<file path="src/rtl/sub_pkg.sv">
// Shared types and defaults for the bit-serial subtractor slice.
package sub_pkg;

  typedef enum logic [1:0] {
    IDLE  = 2'd0,
    SHIFT = 2'd1,
    DONE  = 2'd2
  } state_t;

  localparam int DEFAULT_W = 16;

endpackage

</file>
<file path="src/rtl/serial_subtractor_if.sv">
// Operand and result valid/ready channels of the serial subtractor.
interface serial_subtractor_if
  import sub_pkg::*;
#(
  parameter int W = DEFAULT_W
);

  logic         in_valid;
  logic         in_ready;
  logic [W-1:0] in1;
  logic [W-1:0] in2;
  logic         bin;
  logic         out_valid;
  logic         out_ready;
  logic [W-1:0] diff;
  logic         bout;
  logic         ovf;

  modport master (
    output in_valid, in1, in2, bin, out_ready,
    input  in_ready, out_valid, diff, bout, ovf
  );

  modport slave (
    input  in_valid, in1, in2, bin, out_ready,
    output in_ready, out_valid, diff, bout, ovf
  );

endinterface

</file>
<file path="src/rtl/full_subtractor.sv">
// One-bit subtractor cell: d = a - b - br_in, with borrow out.
module full_subtractor (
  input  logic a,
  input  logic b,
  input  logic br_in,
  output logic d,
  output logic br_out
);

  assign d      = a ^ b ^ br_in;
  assign br_out = (~a & b) | (~a & br_in) | (b & br_in);

endmodule

</file>
<file path="src/rtl/serial_subtractor.sv">
// Bit-serial W-bit subtractor: diff = in1 - in2 - bin, LSB first, one bit per clock,
// with a held result on a valid/ready output channel.
module serial_subtractor
  import sub_pkg::*;
#(
  parameter int W = DEFAULT_W
) (
  input  logic                clk,
  input  logic                rst,
  serial_subtractor_if.slave  bus
);

  localparam int                CNT_W = $clog2(W);
  localparam logic [CNT_W-1:0]  LAST  = CNT_W'(W - 1);

  state_t           state_r;
  logic [CNT_W-1:0] cnt_r;
  logic [W-1:0]     a_r;
  logic [W-1:0]     b_r;
  logic             br_r;
  logic             a_msb_r;
  logic             b_msb_r;
  logic [W-1:0]     diff_r;
  logic             bout_r;
  logic             ovf_r;
  logic             in_ready_r;
  logic             out_valid_r;
  logic             d_s;
  logic             br_out_s;

  full_subtractor u_cell (
    .a      (a_r[0]),
    .b      (b_r[0]),
    .br_in  (br_r),
    .d      (d_s),
    .br_out (br_out_s)
  );

  // Control FSM, shift datapath and registered handshake outputs.
  always_ff @(posedge clk) begin
    if (rst) begin
      state_r     <= IDLE;
      cnt_r       <= '0;
      a_r         <= '0;
      b_r         <= '0;
      br_r        <= 1'b0;
      a_msb_r     <= 1'b0;
      b_msb_r     <= 1'b0;
      diff_r      <= '0;
      bout_r      <= 1'b0;
      ovf_r       <= 1'b0;
      in_ready_r  <= 1'b1;
      out_valid_r <= 1'b0;
    end else begin
      case (state_r)
        IDLE: begin
          if (bus.in_valid) begin
            a_r        <= bus.in1;
            b_r        <= bus.in2;
            br_r       <= bus.bin;
            a_msb_r    <= bus.in1[W-1];
            b_msb_r    <= bus.in2[W-1];
            cnt_r      <= '0;
            in_ready_r <= 1'b0;
            state_r    <= SHIFT;
          end
        end
        SHIFT: begin
          a_r    <= {1'b0, a_r[W-1:1]};
          b_r    <= {1'b0, b_r[W-1:1]};
          diff_r <= {d_s, diff_r[W-1:1]};
          br_r   <= br_out_s;
          cnt_r  <= cnt_r + CNT_W'(1);
          if (cnt_r == LAST) begin
            // d_s is the final diff MSB on this edge
            bout_r      <= br_out_s;
            ovf_r       <= (a_msb_r ^ b_msb_r) & (d_s ^ a_msb_r);
            out_valid_r <= 1'b1;
            state_r     <= DONE;
          end
        end
        DONE: begin
          if (bus.out_ready) begin
            out_valid_r <= 1'b0;
            in_ready_r  <= 1'b1;
            state_r     <= IDLE;
          end
        end
        default: begin
          state_r     <= IDLE;
          cnt_r       <= '0;
          diff_r      <= '0;
          bout_r      <= 1'b0;
          ovf_r       <= 1'b0;
          in_ready_r  <= 1'b1;
          out_valid_r <= 1'b0;
        end
      endcase
    end
  end

  assign bus.in_ready  = in_ready_r;
  assign bus.out_valid = out_valid_r;
  assign bus.diff      = diff_r;
  assign bus.bout      = bout_r;
  assign bus.ovf       = ovf_r;

endmodule

</file>
<file path="src/flat_wrapper.sv">
// flat-port wrapper written by rule: the top's interface ports become plain ports
module serial_subtractor_flat import sub_pkg::*;
#(
  parameter int W = DEFAULT_W
)
  (clk, rst, bus_in_valid, bus_in1, bus_in2, bus_bin, bus_out_ready, bus_in_ready, bus_out_valid, bus_diff, bus_bout, bus_ovf);
  serial_subtractor_if #(.W(W)) bus_i ();
  input  logic clk;
  input  logic rst;
  input wire logic [$bits(bus_i.in_valid)-1:0] bus_in_valid;
  input wire logic [$bits(bus_i.in1)-1:0] bus_in1;
  input wire logic [$bits(bus_i.in2)-1:0] bus_in2;
  input wire logic [$bits(bus_i.bin)-1:0] bus_bin;
  input wire logic [$bits(bus_i.out_ready)-1:0] bus_out_ready;
  output wire logic [$bits(bus_i.in_ready)-1:0] bus_in_ready;
  output wire logic [$bits(bus_i.out_valid)-1:0] bus_out_valid;
  output wire logic [$bits(bus_i.diff)-1:0] bus_diff;
  output wire logic [$bits(bus_i.bout)-1:0] bus_bout;
  output wire logic [$bits(bus_i.ovf)-1:0] bus_ovf;
  assign bus_i.in_valid = bus_in_valid;
  assign bus_i.in1 = bus_in1;
  assign bus_i.in2 = bus_in2;
  assign bus_i.bin = bus_bin;
  assign bus_i.out_ready = bus_out_ready;
  assign bus_in_ready = bus_i.in_ready;
  assign bus_out_valid = bus_i.out_valid;
  assign bus_diff = bus_i.diff;
  assign bus_bout = bus_i.bout;
  assign bus_ovf = bus_i.ovf;
  serial_subtractor #(.W(W)) u_core (.clk(clk), .rst(rst), .bus(bus_i));
endmodule
</file>
<file path="config.mk">
export PLATFORM = sky130hd
export DESIGN_NAME = serial_subtractor_flat
export DESIGN_NICKNAME = d
export VERILOG_FILES = /design/src/rtl/sub_pkg.sv /design/src/rtl/serial_subtractor_if.sv /design/src/rtl/full_subtractor.sv /design/src/rtl/serial_subtractor.sv /design/src/flat_wrapper.sv
export SDC_FILE = /design/constraint.sdc
export NUM_CORES = 1
export LEC_CHECK = 0
export BUFFER_PORTS_ARGS = -buffer_cell sky130_fd_sc_hd__clkbuf_2
export CAP_MARGIN = 40
export CORE_MARGIN = 3
export CORE_UTILIZATION = 57
export CTS_CLUSTER_DIAMETER = 150
export CTS_CLUSTER_SIZE = 25
export DETAILED_ROUTE_END_ITERATION = 16
export PLACE_DENSITY = 0.83
export SLEW_MARGIN = 0
export SYNTH_ARGS = -nofsm -noshare
export SYNTH_HDL_FRONTEND = slang
export SYNTH_SLANG_ARGS = --single-unit
</file>
<file path="constraint.sdc">
create_clock -name clk -period 3.2 [get_ports clk]
set_clock_uncertainty 0.1 [all_clocks]
set_input_delay 0.64 -clock clk [delete_from_list [all_inputs] [get_ports clk]]
set_output_delay 0.64 -clock clk [all_outputs]
set_load 0.02 [all_outputs]
</file>
==> results of run 1 <==
## through the flow
stage | instances | cell area, sq um
2_1_floorplan | 318 | 2586
3_3_place_gp | 400 | 2803
3_5_place_dp | 400 | 2803
4_1_cts | 413 | 2955
5_1_grt | 413 | 2955
6_report | 413 | 2955
## power groups by stage
| stage | Clock (W) | Combinational [W] | Sequential, W |
|---|---|---|---|
| after CTS | 0.000564 | 0.000198 | 0.000831 |
| after detailed placement | 0 | 0.000196 | 0.000847 |
| final | 0.000552 | 0.000198 | 0.000833 |
| after global routing | 0.000600 | 0.000224 | 0.000837 |
| after global placement | 0 | 0.000193 | 0.000846 |
| after floorplan | 0 | 0.000152 | 0.000842 |
## synth_stat cells, drive strengths merged
master / n / area share (%)
a31oi: 2 / 0.48
a221oi: 1 / 0.34
or3: 1 / 0.24
fa: 1 / 0.77
nand3b: 15 / 4.4
nand3: 2 / 0.39
o22ai: 1 / 0.24
dfxtp: 61 / 47
inv: 4 / 0.58
a32o: 2 / 0.77
a22oi: 3 / 0.87
o21ai: 34 / 6.6
nand2b: 4 / 0.97
nor3b: 2 / 0.77
and3: 2 / 0.48
nor3: 2 / 0.39
buf: 16 / 4.2
clkbuf: 12 / 1.8
o311ai: 1 / 0.34
nand2: 53 / 7.7
a2bb2oi: 1 / 0.34
o21ba: 1 / 0.39
nor2b: 1 / 0.53
o21bai: 1 / 0.44
ha: 1 / 0.48
a32oi: 2 / 0.68
nand4: 1 / 0.24
xor2: 1 / 0.34
nor2: 11 / 1.6
a21oi: 79 / 15
## flip-flops by register name, indices dropped and copies added (netlist names)
signal,count
u_core.a_msb_r,1
u_core.a_r,16
u_core.b_msb_r,1
u_core.b_r,16
u_core.br_r,1
u_core.bus.bout,1
u_core.bus.diff,16
u_core.bus.in_ready,1
u_core.bus.out_valid,1
u_core.bus.ovf,1
u_core.cnt_r,4
u_core.state_r,2
## routing by layer
layer / wire length [um] / track usage, %
met1: 2515 / 28.33
met2: 2759 / 36.25
met3: 377 / 7.934
met4: 69 / 6.640
met5: 0 / 0
## cell type report
cell class                      count  area share [%]
Clock buffer                       10           4.657
Clock inverter                      3          0.5080
Inverter                            4          0.5080
Multi-Input combinational cell    225           40.39
Sequential cell                    61           41.32
Tap cell                           50           2.117
Timing Repair Buffer               60           10.50
## cell families after synthesis
group                      count (synthesis)  synth area share [%]
adders and majority gates                  2                 1.258
buffers and inverters                     32                 6.628
DFF                                       61                 47.22
and+or+nand+nor                           94                 17.66
xor gates and xnor gates                   1                0.3387
AOI/OAI and AO/OA                        128                 26.90
## worst max-delay path, cell delays in order (launching register included)
cell,delay [ns]
dfxtp_1,0.80
nand2b_1,0.62
buf_4,0.33
nand2_1,0.07
a31oi_1,0.15
## path summary, 6_finish.rpt
path | to | slack (ns) | depth (start not counted)
hold / removal | u_core.bus.diff[0] | 0.36 | 2
setup / recovery | u_core.b_r[7] | 1.04 | 4
setup reg to reg | u_core.b_r[7] | 1.04 | 4
hold reg to reg | u_core.bus.diff[0] | 0.36 | 2
==> summary.md, run 1 <==
| Metric | Value |
|---|---|
| Global-route wire length before repair | `9.432 mm` |
| Growth of design area from synthesis to finish | `14.27%` |
| Final #Nets | `400` |
| Grt total ovfl | `0` |
| Worst-path maximum fanout | `28` |
| Internal power of the cells | `0.001165 W` |
| Detailed Route WL | `5.722 mm` |
| CTS Hold Buffers Added | `0` |
| DR DRC count | `0` |
| Unique cell type count in the Yosys netlist | `35` |
| Fraction of layout instances using a drive strength above 1 | `21.49%` |
| Initial cell density of the core | `61.98%` |
| Die ar. | `0.005382 sq mm` |
| Total vias in the final route | `2356` |
| Worst min-delay path startpoint | `u_core.bus.diff[0]` |
| Routed vias/inst | `5.705` |
| Share of the yosys chip area belonging to registers | `47.22%` |
| Relative slew slack | `43.41%` |
| Fin. max-slew vios | `0` |
| Synthesized Nets | `357` |
| Count of final hold-check violations | `0` |
| Maximum clock frequency | `463.6 MHz` |
| Die boundary height | `73.36 um` |
| Most frequent cells in the layout | `78 x a21oi_1, 61 x dfxtp_1, 56 x clkbuf_2` |
| Ports placed on the boundary | `57` |
| Clock edge transition at the registers on the reported setup and hold paths | `0.06 ns` |
| Tot Pwr | `0.001583 W` |
| Arrival time of data at the critical path endpoint | `2.32 ns` |
| Number of global-route vias before repair | `2104` |
| Total leakage power | `1.236 nW` |
| Maximum ir drop on the vdd rail | `0.3823 mV` |
| Final period util | `67.40%` |
| Smallest setup slack after layout | `1.043 ns` |
| Critical path launch point type | `flop` |
| Number of buffers added by the clock tree synthesis step | `9` |
| Pre-CTS setup slack | `1.085 ns` |
| Fillcell total | `344` |
| Unrepaired setup endpoints after global routing | `no` |
| Count of warnings emitted by yosys | `0` |
| # diodes | `0` |
| Multi-input gate area | `0.001194 sq mm` |
| HPWL Detailed | `3.634 mm` |
| Commonest non-fill, non-tap cell in the layout | `a21oi_1` |
| Number of sinks handled by clock tree synthesis | `61` |
| Cell at the root of the clock tree | `clkbuf_8` |
| Setup CP Type | `flop to flop` |
| Mean Syn Cell Area | `8.133 sq um` |
| Count of maximum capacitance violations | `0` |
| Final core area utilization | `70.82%` |
| CP Launch Point | `u_core.state_r[1]` |
| Insertion delay to the later sink of the worst-skew pair | `0.33 ns` |
| Antenna-violating nets left | `0` |
| Post-cts repair resize count | `0` |
| Number of rows created at floorplan | `23` |
| Run status | `finished, final reports clean` |
| Largest net degree at the start of global routing | `38` |
| Core area | `0.004173 sq mm` |
| R2r startpoint | `u_core.state_r[1]` |
| Slew at the pin closest to its max-slew limit | `0.8478 ns` |
| Synth Instances | `318` |
| Classification of the worst-slack hold path | `flop to flop` |
| Port buffer count | `56` |
| Wirelength per Cell | `13.85 um` |
| Maximum buffer depth of the clock tree | `2` |
| Proportion of power drawn by combinational gates | `12.5%` |
| Area taken by flip-flops and latches | `0.001221 sq mm` |
| Final RePlAce weighted congestion | `0.7740` |
| Initial DRT Pass Iterations | `4` |
| Capturing element type of the critical path | `flop` |
| Clock network power share | `34.9%` |
| Sequential cell fraction of total power | `52.6%` |
| CTS tree | `built` |
| CTS HTree Levels | `3` |
| Net Sw Frac | `26.39%` |
| Net switching power | `0.0004177 W` |
| Setup Buffers After CTS | `0` |
| Final-layout worst hold slack | `0.3566 ns` |
| Number of register bits inferred by synthesis | `61` |
| Global router's overall resource usage | `22.48%` |
| Number of antenna violations at the first check in global routing | `0` |
| First-iteration detailed-routing DRC count | `187` |
| Post-Syn Area | `0.002586 sq mm` |
| Cell area power density | `535.5 mW/mm^2` |
| Data required time at the worst endpoint | `3.36 ns` |
| Final total negative setup slack | `0 ns` |
| Final setup violating endpoints | `0` |
| Width of the die | `73.36 um` |
| Clock period minus final worst setup slack | `2.157 ns` |
Note: power is estimated with default switching activity, not from simulation.
==> run 2, diff against run 1 <==
--- a/config.mk
+++ b/config.mk
@@ -5,14 +5,15 @@
 export SDC_FILE = /design/constraint.sdc
 export NUM_CORES = 1
 export LEC_CHECK = 0
+export ABC_AREA = 1
 export BUFFER_PORTS_ARGS = -buffer_cell sky130_fd_sc_hd__clkbuf_2
 export CAP_MARGIN = 40
 export CORE_MARGIN = 3
-export CORE_UTILIZATION = 57
+export CORE_UTILIZATION = 54
 export CTS_CLUSTER_DIAMETER = 150
 export CTS_CLUSTER_SIZE = 25
 export DETAILED_ROUTE_END_ITERATION = 16
-export PLACE_DENSITY = 0.83
+export PLACE_DENSITY = 0.79
 export SLEW_MARGIN = 0
 export SYNTH_ARGS = -nofsm -noshare
 export SYNTH_HDL_FRONTEND = slang
==> constraint.sdc (replaced) <==
create_clock -name clk -period 2.17 [get_ports clk]
set_clock_uncertainty 0.1 [all_clocks]
set_input_delay 0.434 -clock clk [delete_from_list [all_inputs] [get_ports clk]]
set_output_delay 0.434 -clock clk [all_outputs]
set_load 0.02 [all_outputs]
==> run 2 against run 1 <==
Critical path depth is 3 higher. Combinational power is 130% higher. First-iteration DRC count is 21% lower. Synthesized cell count is 23% higher. Worst hold slack worse by 0.083 ns. Via count is 7.4% higher. Cell area is 6.3% higher. Maximum frequency is 32% higher. Sequential power is 52% higher. Die area is 7.1% higher. Largest power group unchanged.
==> summary.md, run 2 <==
| Metric | Value |
|---|---|
| Run status | `finished, final reports clean` |
| Count of maximum capacitance violations | `0 (unchanged)` |
| CTS tree | `built` |
| Non-filler cells in the finished layout | `516 (+25%)` |
| Setup Buffers After CTS | `0 (unchanged)` |
| Number of cells on the worst reg-to-reg path | `7 (+3)` |
| Final RePlAce weighted congestion | `0.7651 (-1.1%)` |
| Critical path launch point type | `flop` |
| Fin. max-slew vios | `0 (unchanged)` |
| Biggest area consumer among synthesized cells | `dfxtp_1` |
| CTS Hold Buffers Added | `0 (unchanged)` |
| Clock period minus final worst setup slack | `1.638 ns (-0.5185 ns)` |
| Number of global-route vias before repair | `2320 (+10%)` |
| Number of buffers added by the clock tree synthesis step | `9 (unchanged)` |
| Initial cell density of the core | `58.20% (-3.8 points)` |
| Area taken by flip-flops and latches | `0.001221 sq mm (unchanged)` |
| Post-cts repair resize count | `0 (unchanged)` |
| Cell types with the largest area share after synthesis | `dfxtp_1 46%, nand2_1 21%, nor2_1 9.2%` |
| Core area | `0.004534 sq mm (+8.7%)` |
| Insertion delay to the later sink of the worst-skew pair | `0.34 ns (about the same)` |
| Mean Syn Cell Area | `6.732 sq um (-17%)` |
| Capturing element type of the critical path | `flop` |
| Post-synth EDFFs | `0 (unchanged)` |
| Detailed Route WL | `5.600 mm (-2.1%)` |
| Global router's overall resource usage | `20.36% (-2.1 points)` |
| Maximum buffer depth of the clock tree | `2 (unchanged)` |
| Unique cell type count in the Yosys netlist | `22 (-37%)` |
| Largest net degree at the start of global routing | `35 (-7.9%)` |
| Global-route wire length before repair | `9.749 mm (+3.4%)` |
| Cell at the root of the clock tree | `clkbuf_8` |
| Final core area utilization | `69.26% (-1.6 points)` |
| Commonest non-fill, non-tap cell in the layout | `nand2_1` |
| Most numerous cell types in the synthesized netlist | `151 x nand2_1, 65 x nor2_1, 61 x dfxtp_1` |
| Synthesized Nets | `431 (+21%)` |
| Top cell type's share of synthesized area | `46.28% (-0.94 points)` |
| Post-Syn Area | `0.002639 sq mm (+2.0%)` |
| Proportion of power drawn by combinational gates | `16.9% (+4.4 points)` |
| Routed vias/inst | `4.903 (-14%)` |
| Number of sinks handled by clock tree synthesis | `61 (unchanged)` |
| Number of register bits inferred by synthesis | `61 (unchanged)` |
| Fraction of layout instances using a drive strength above 1 | `18.85% (-2.6 points)` |
| Sequential cell fraction of total power | `47.0% (-5.6 points)` |
| Total vias in the final route | `2530 (+7.4%)` |
| Classification of the worst-slack hold path | `primary input to flop` |
| Total leakage power | `1.502 nW (+21%)` |
| DR DRC count | `0 (unchanged)` |
| Most frequent cells in the layout | `151 x nand2_1, 65 x nor2_1, 61 x dfxtp_1` |
| Net switching power | `0.0007675 W (+84%)` |
| Port buffer count | `56 (unchanged)` |
| Post-layout instance area | `0.003141 sq mm (+6.3%)` |
| Width of the die | `75.91 um (+3.5%)` |
| Synth Instances | `392 (+23%)` |
| Initial DRT Pass Iterations | `4 (unchanged)` |
| Number of antenna violations at the first check in global routing | `0 (unchanged)` |
| Data required time at the worst endpoint | `2.34 ns (-1.02 ns)` |
| Final-layout worst hold slack | `0.2732 ns (-0.08339 ns)` |
| Clock network power share | `36.1% (+1.2 points)` |
| Worst-path maximum fanout | `34 (+21%)` |
| # diodes | `0 (unchanged)` |
| Die boundary height | `75.91 um (+3.5%)` |
| Inst Count DP | `500 (+25%)` |
| Count of warnings emitted by yosys | `0 (unchanged)` |
| Grt total ovfl | `0 (unchanged)` |
| Maximum clock frequency | `610.4 MHz (+32%)` |
| Most repeated cell in the gate-level netlist after synthesis | `nand2_1` |
| Number of rows created at floorplan | `24 (+4.3%)` |
| HPWL Detailed | `3.750 mm (+3.2%)` |
| Ys flop type | `dfxtp_1` |
| Setup CP Type | `flop to flop` |
| Count of final hold-check violations | `0 (unchanged)` |
| Fillcell total | `403 (+17%)` |
| Final #Nets | `485 (+21%)` |
| Ports placed on the boundary | `57 (unchanged)` |
| Final setup violating endpoints | `0 (unchanged)` |
| Antenna-violating nets left | `0 (unchanged)` |
| Multi-input gate area | `0.001239 sq mm (+3.8%)` |
| Clock edge transition at the registers on the reported setup and hold paths | `0.06 ns (about the same)` |
| Growth of design area from synthesis to finish | `19.01%` |
| Number of stages on the worst hold path | `3 (+1)` |
| Final total negative setup slack | `0 ns (unchanged)` |
| Asr flop ratio synth | `0% (unchanged)` |
| Share of the yosys chip area belonging to registers | `46.28% (-0.94 points)` |
| Internal power of the cells | `0.001937 W (+66%)` |
| Slew at the pin closest to its max-slew limit | `0.4437 ns (-0.4041 ns)` |
| First-iteration detailed-routing DRC count | `148 (-21%)` |
| Unrepaired setup endpoints after global routing | `no` |
| Net Sw Frac | `28.38% (+2.0 points)` |
| Placed cell area | `0.002949 sq mm (+5.2%)` |
| CTS HTree Levels | `3 (unchanged)` |
| Die ar. | `0.005762 sq mm (+7.1%)` |
| Arrival time of data at the critical path endpoint | `1.81 ns (-0.51 ns)` |
| Cell area power density | `861.1 mW/mm^2 (+61%)` |
| Final period util | `75.50% (+8.1 points)` |
| Relative slew slack | `70.37% (+27 points)` |
| Wirelength per Cell | `10.85 um (-22%)` |
| Maximum ir drop on the vdd rail | `0.6211 mV (+62%)` |
[run 2: changes by cell type after synthesis, moves of 9 or more]
cell and delta:
nand2_1 +98, nor2_1 +54, a21oi_1 -48, nand3b_1 -14, inv_1 +10, o21ai_0 -9
[run 2: cells by family after synthesis]
group                    count (synthesis)  share of synthesized area [%]
adder cells (fa/ha/maj)                  2                          1.233
AO/OA/AOI/OAI                           62                          11.95
flip-flops                              61                          46.28
AND/OR/NAND/NOR                        228                          33.24
buffers and inverters                   38                          6.970
XOR/XNOR                                 1                         0.3320
[run 2: critical path: stages (launching register included)]
cell,delay (ns)
dfxtp_1,0.41
inv_2,0.18
nor2_4,0.20
buf_4,0.37
nand2_1,0.11
nand2_1,0.08
nor2_1,0.04
nor2_1,0.08
[run 2: per-layer routing]
| layer | vias up | part of all wire, % | track usage (%) |
|---|---|---|---|
| met5 | - | 0 | 0 |
| met4 | 0 | 2.3 | 10.51 |
| met3 | 13 | 4.9 | 5.450 |
| met2 | 64 | 45 | 31.74 |
| met1 | 1121 | 48 | 25.91 |
| li1 | 1332 | - | - |
[run 2: path summary, 6_finish.rpt]
check	startpoint	end	slack [ns]
worst max-delay path	u_core.state_r[0]	u_core.a_r[13]	0.53
worst min-delay path	bus_in1[15]	u_core.a_msb_r	0.27
worst max register to register	u_core.state_r[0]	u_core.a_r[13]	0.53
worst min register to register	u_core.bus.bout	u_core.bus.bout	0.36
[run 2: stage by stage]
step                      total power [W]  setup slack (ns)
after detailed placement         0.001751            0.5396
after global placement           0.001745            0.5780
after global routing             0.002866            0.3325
after CTS                        0.002729            0.5193
final                            0.002704            0.5316
after floorplan                  0.001634            0.7835
[run 2: final cells by class]
type                            instances  area share [%]
Clock inverter                          5           1.594
Clock buffer                           11           4.502
Tap cell                               65           2.590
Multi-Input combinational cell        293           39.44
Sequential cell                        61           38.88
Timing Repair Buffer                   65           11.08
Inverter                               16           1.912
[run 2: power groups by stage]
stage | clock (W) | sequential (W) | combinational [W]
6_report | 0.000976 | 0.00127 | 0.000458
5_1_grt | 0.00105 | 0.00128 | 0.000530
4_1_cts | 0.00100 | 0.00127 | 0.000460
3_5_place_dp | 0 | 0.00129 | 0.000458
3_3_place_gp | 0 | 0.00129 | 0.000452
2_1_floorplan | 0 | 0.00129 | 0.000340
==> run 3, diff against run 2 <==
==> constraint.sdc (replaced) <==
create_clock -name clk -period 1.7 [get_ports clk]
set_clock_uncertainty 0.1 [all_clocks]
set_input_delay 0.34 -clock clk [delete_from_list [all_inputs] [get_ports clk]]
set_output_delay 0.34 -clock clk [all_outputs]
set_load 0.02 [all_outputs]
==> run 3 against run 2 <==
Worst hold slack got worse by 0.081 ns. Non-clock buffer count increased by 1. Die area unchanged. Critical endpoint is now u_core.bus.ovf. Largest cell class unchanged. Largest power group unchanged.
==> summary.md, run 3 (synthesis gave the netlist of run 2 again) <==
| Metric | Value |
|---|---|
| Run status | `finished, final reports clean` |
| Area taken by flip-flops and latches | `0.001221 sq mm (unchanged)` |
| Final RePlAce weighted congestion | `0.7533 (-1.5%)` |
| Core area | `0.004534 sq mm (unchanged)` |
| Post-cts repair resize count | `0 (unchanged)` |
| Ports placed on the boundary | `57 (unchanged)` |
| Maximum clock frequency | `675.7 MHz (+11%)` |
| Count of maximum capacitance violations | `0 (unchanged)` |
| Global router's overall resource usage | `21.58% (+1.2 points)` |
| CTS tree | `built` |
| CTS Hold Buffers Added | `0 (unchanged)` |
| Fin. max-slew vios | `0 (unchanged)` |
| Pre-CTS setup slack | `0.2141 ns (-0.3255 ns)` |
| Total leakage power | `1.500 nW (-0.12%)` |
| Tot Pwr | `0.003451 W (+28%)` |
| Maximum buffer depth of the clock tree | `2 (unchanged)` |
| Die ar. | `0.005762 sq mm (unchanged)` |
| Final-layout worst hold slack | `0.1921 ns (-0.08105 ns)` |
| Worst-path maximum fanout | `3 (-91%)` |
| # diodes | `0 (unchanged)` |
| Final core area utilization | `69.59% (+0.33 points)` |
| Cell area power density | `1094 mW/mm^2 (+27%)` |
| Maximum ir drop on the vdd rail | `0.5733 mV (-7.7%)` |
| Global-route wire length before repair | `10.40 mm (+6.7%)` |
| Final period util | `87.05% (+12 points)` |
| Setup Buffers After CTS | `0 (unchanged)` |
| Port buffer count | `56 (unchanged)` |
| Relative slew slack | `70.74% (+0.37 points)` |
| Cell at the root of the clock tree | `clkbuf_8` |
| Initial cell density of the core | `58.20% (unchanged)` |
| Routed vias/inst | `4.894 (-0.19%)` |
| Width of the die | `75.91 um (unchanged)` |
| Largest net degree at the start of global routing | `34 (-2.9%)` |
| Capturing element type of the critical path | `flop` |
| Final #Nets | `486 (+0.21%)` |
| Detailed Route WL | `5.709 mm (+1.9%)` |
| Stage delay of the slowest cell on the critical path | `0.54 ns (+0.13 ns)` |
| Number of buffers added by the clock tree synthesis step | `9 (unchanged)` |
| Clock edge transition at the registers on the reported setup and hold paths | `0.06 ns (about the same)` |
| Die boundary height | `75.91 um (unchanged)` |
| Data required time at the worst endpoint | `1.83 ns (-0.51 ns)` |
| Slew at the pin closest to its max-slew limit | `0.4382 ns (-0.005545 ns)` |
| Number of sinks handled by clock tree synthesis | `61 (unchanged)` |
| Setup CP Type | `flop to flop` |
| Number of global-route vias before repair | `2355 (+1.5%)` |
| Insertion delay to the later sink of the worst-skew pair | `0.33 ns (about the same)` |
| Multi-input gate area | `0.001239 sq mm (unchanged)` |
| Clock period minus final worst setup slack | `1.480 ns (-0.1585 ns)` |
| Worst-path cell with the longest stage delay | `fa_1` |
| Final setup violating endpoints | `0 (unchanged)` |
| Growth of design area from synthesis to finish | `19.58%` |
| CTS HTree Levels | `3 (unchanged)` |
| Commonest non-fill, non-tap cell in the layout | `nand2_1` |
| HPWL Detailed | `3.854 mm (+2.8%)` |
| DR DRC count | `0 (unchanged)` |
| Unrepaired setup endpoints after global routing | `no` |
| Classification of the worst-slack hold path | `primary input to flop` |
| Ordered cell list for the critical path | `inv_1 > fa_1 > inv_1 > nand2_1 > nand2_1 > nand3_1 > nand2_1 > inv_1 > nor2_1` |
| Number of rows created at floorplan | `24 (unchanged)` |
| Wirelength per Cell | `11.04 um (+1.7%)` |
| Fraction of layout instances using a drive strength above 1 | `18.14% (-0.71 points)` |
| Antenna-violating nets left | `0 (unchanged)` |
| Most frequent cells in the layout | `151 x nand2_1, 65 x nor2_1, 61 x dfxtp_1` |
| Grt total ovfl | `0 (unchanged)` |
| Arrival time of data at the critical path endpoint | `1.61 ns (-0.20 ns)` |
| Number of antenna violations at the first check in global routing | `0 (unchanged)` |
| Critical path launch point type | `flop` |
| Fillcell total | `413 (+2.5%)` |
| Total vias in the final route | `2530 (unchanged)` |
| First-iteration detailed-routing DRC count | `133 (-10%)` |
| Initial DRT Pass Iterations | `4 (unchanged)` |
| Count of final hold-check violations | `0 (unchanged)` |
| Final total negative setup slack | `0 ns (unchanged)` |
| Smallest setup slack after layout | `0.2201 ns (-0.3115 ns)` |
## run 3: changes by cell type in the layout (fill, tap and decap cells not counted), sizes merged
cell,delta
clkbuf,+4
clkinv,-4
buf,+1
## run 3: path summary, 6_finish.rpt
path	from	to	slack [ns]	cells past startpoint
max	u_core.b_r[0]	u_core.bus.ovf	0.22	9
min	bus_in1[15]	u_core.a_msb_r	0.19	3
max reg2reg	u_core.b_r[0]	u_core.bus.ovf	0.22	9
min reg2reg	u_core.bus.in_ready	u_core.bus.in_ready	0.36	2
## run 3: cell type report
cell class                 count  area share (%)
tap                           65           2.577
multi-input combinational    293           39.25
timing repair buffer          66           11.66
clock buffer                  15           4.956
clock inverter                 1          0.9516
inverter                      16           1.903
sequential                    61           38.70
## run 3: power breakdown
part	internal (W)	switching (W)
Clock	0.000721	0.000510
Combinational	0.000221	0.000376
Sequential	0.00155	0.0000694
## run 3: per-stage QoR
step,std cells,area (sq um)
floorplan,392,2639
global placement,501,2969
detailed placement,501,2969
CTS,517,3156
global route,517,3156
finish,517,3156
## run 3: critical path, delay by kind of cell (launching register included)
family | cells | cell delay [ns]
flops | 1 | 0.32
buf+inv | 3 | 0.15
simple gates | 5 | 0.27
fa+ha+maj | 1 | 0.54
## run 3: layer usage
| layer | vias up | wire length [um] | track usage, % | share of wire [%] |
|---|---|---|---|---|
| met5 | - | 0 | 0 | 0 |
| met4 | 0 | 97 | 9.239 | 1.7 |
| met3 | 9 | 316 | 4.147 | 5.5 |
| met2 | 68 | 2651 | 36.26 | 46 |
| met1 | 1118 | 2644 | 27.04 | 46 |
| li1 | 1335 | - | - | - |
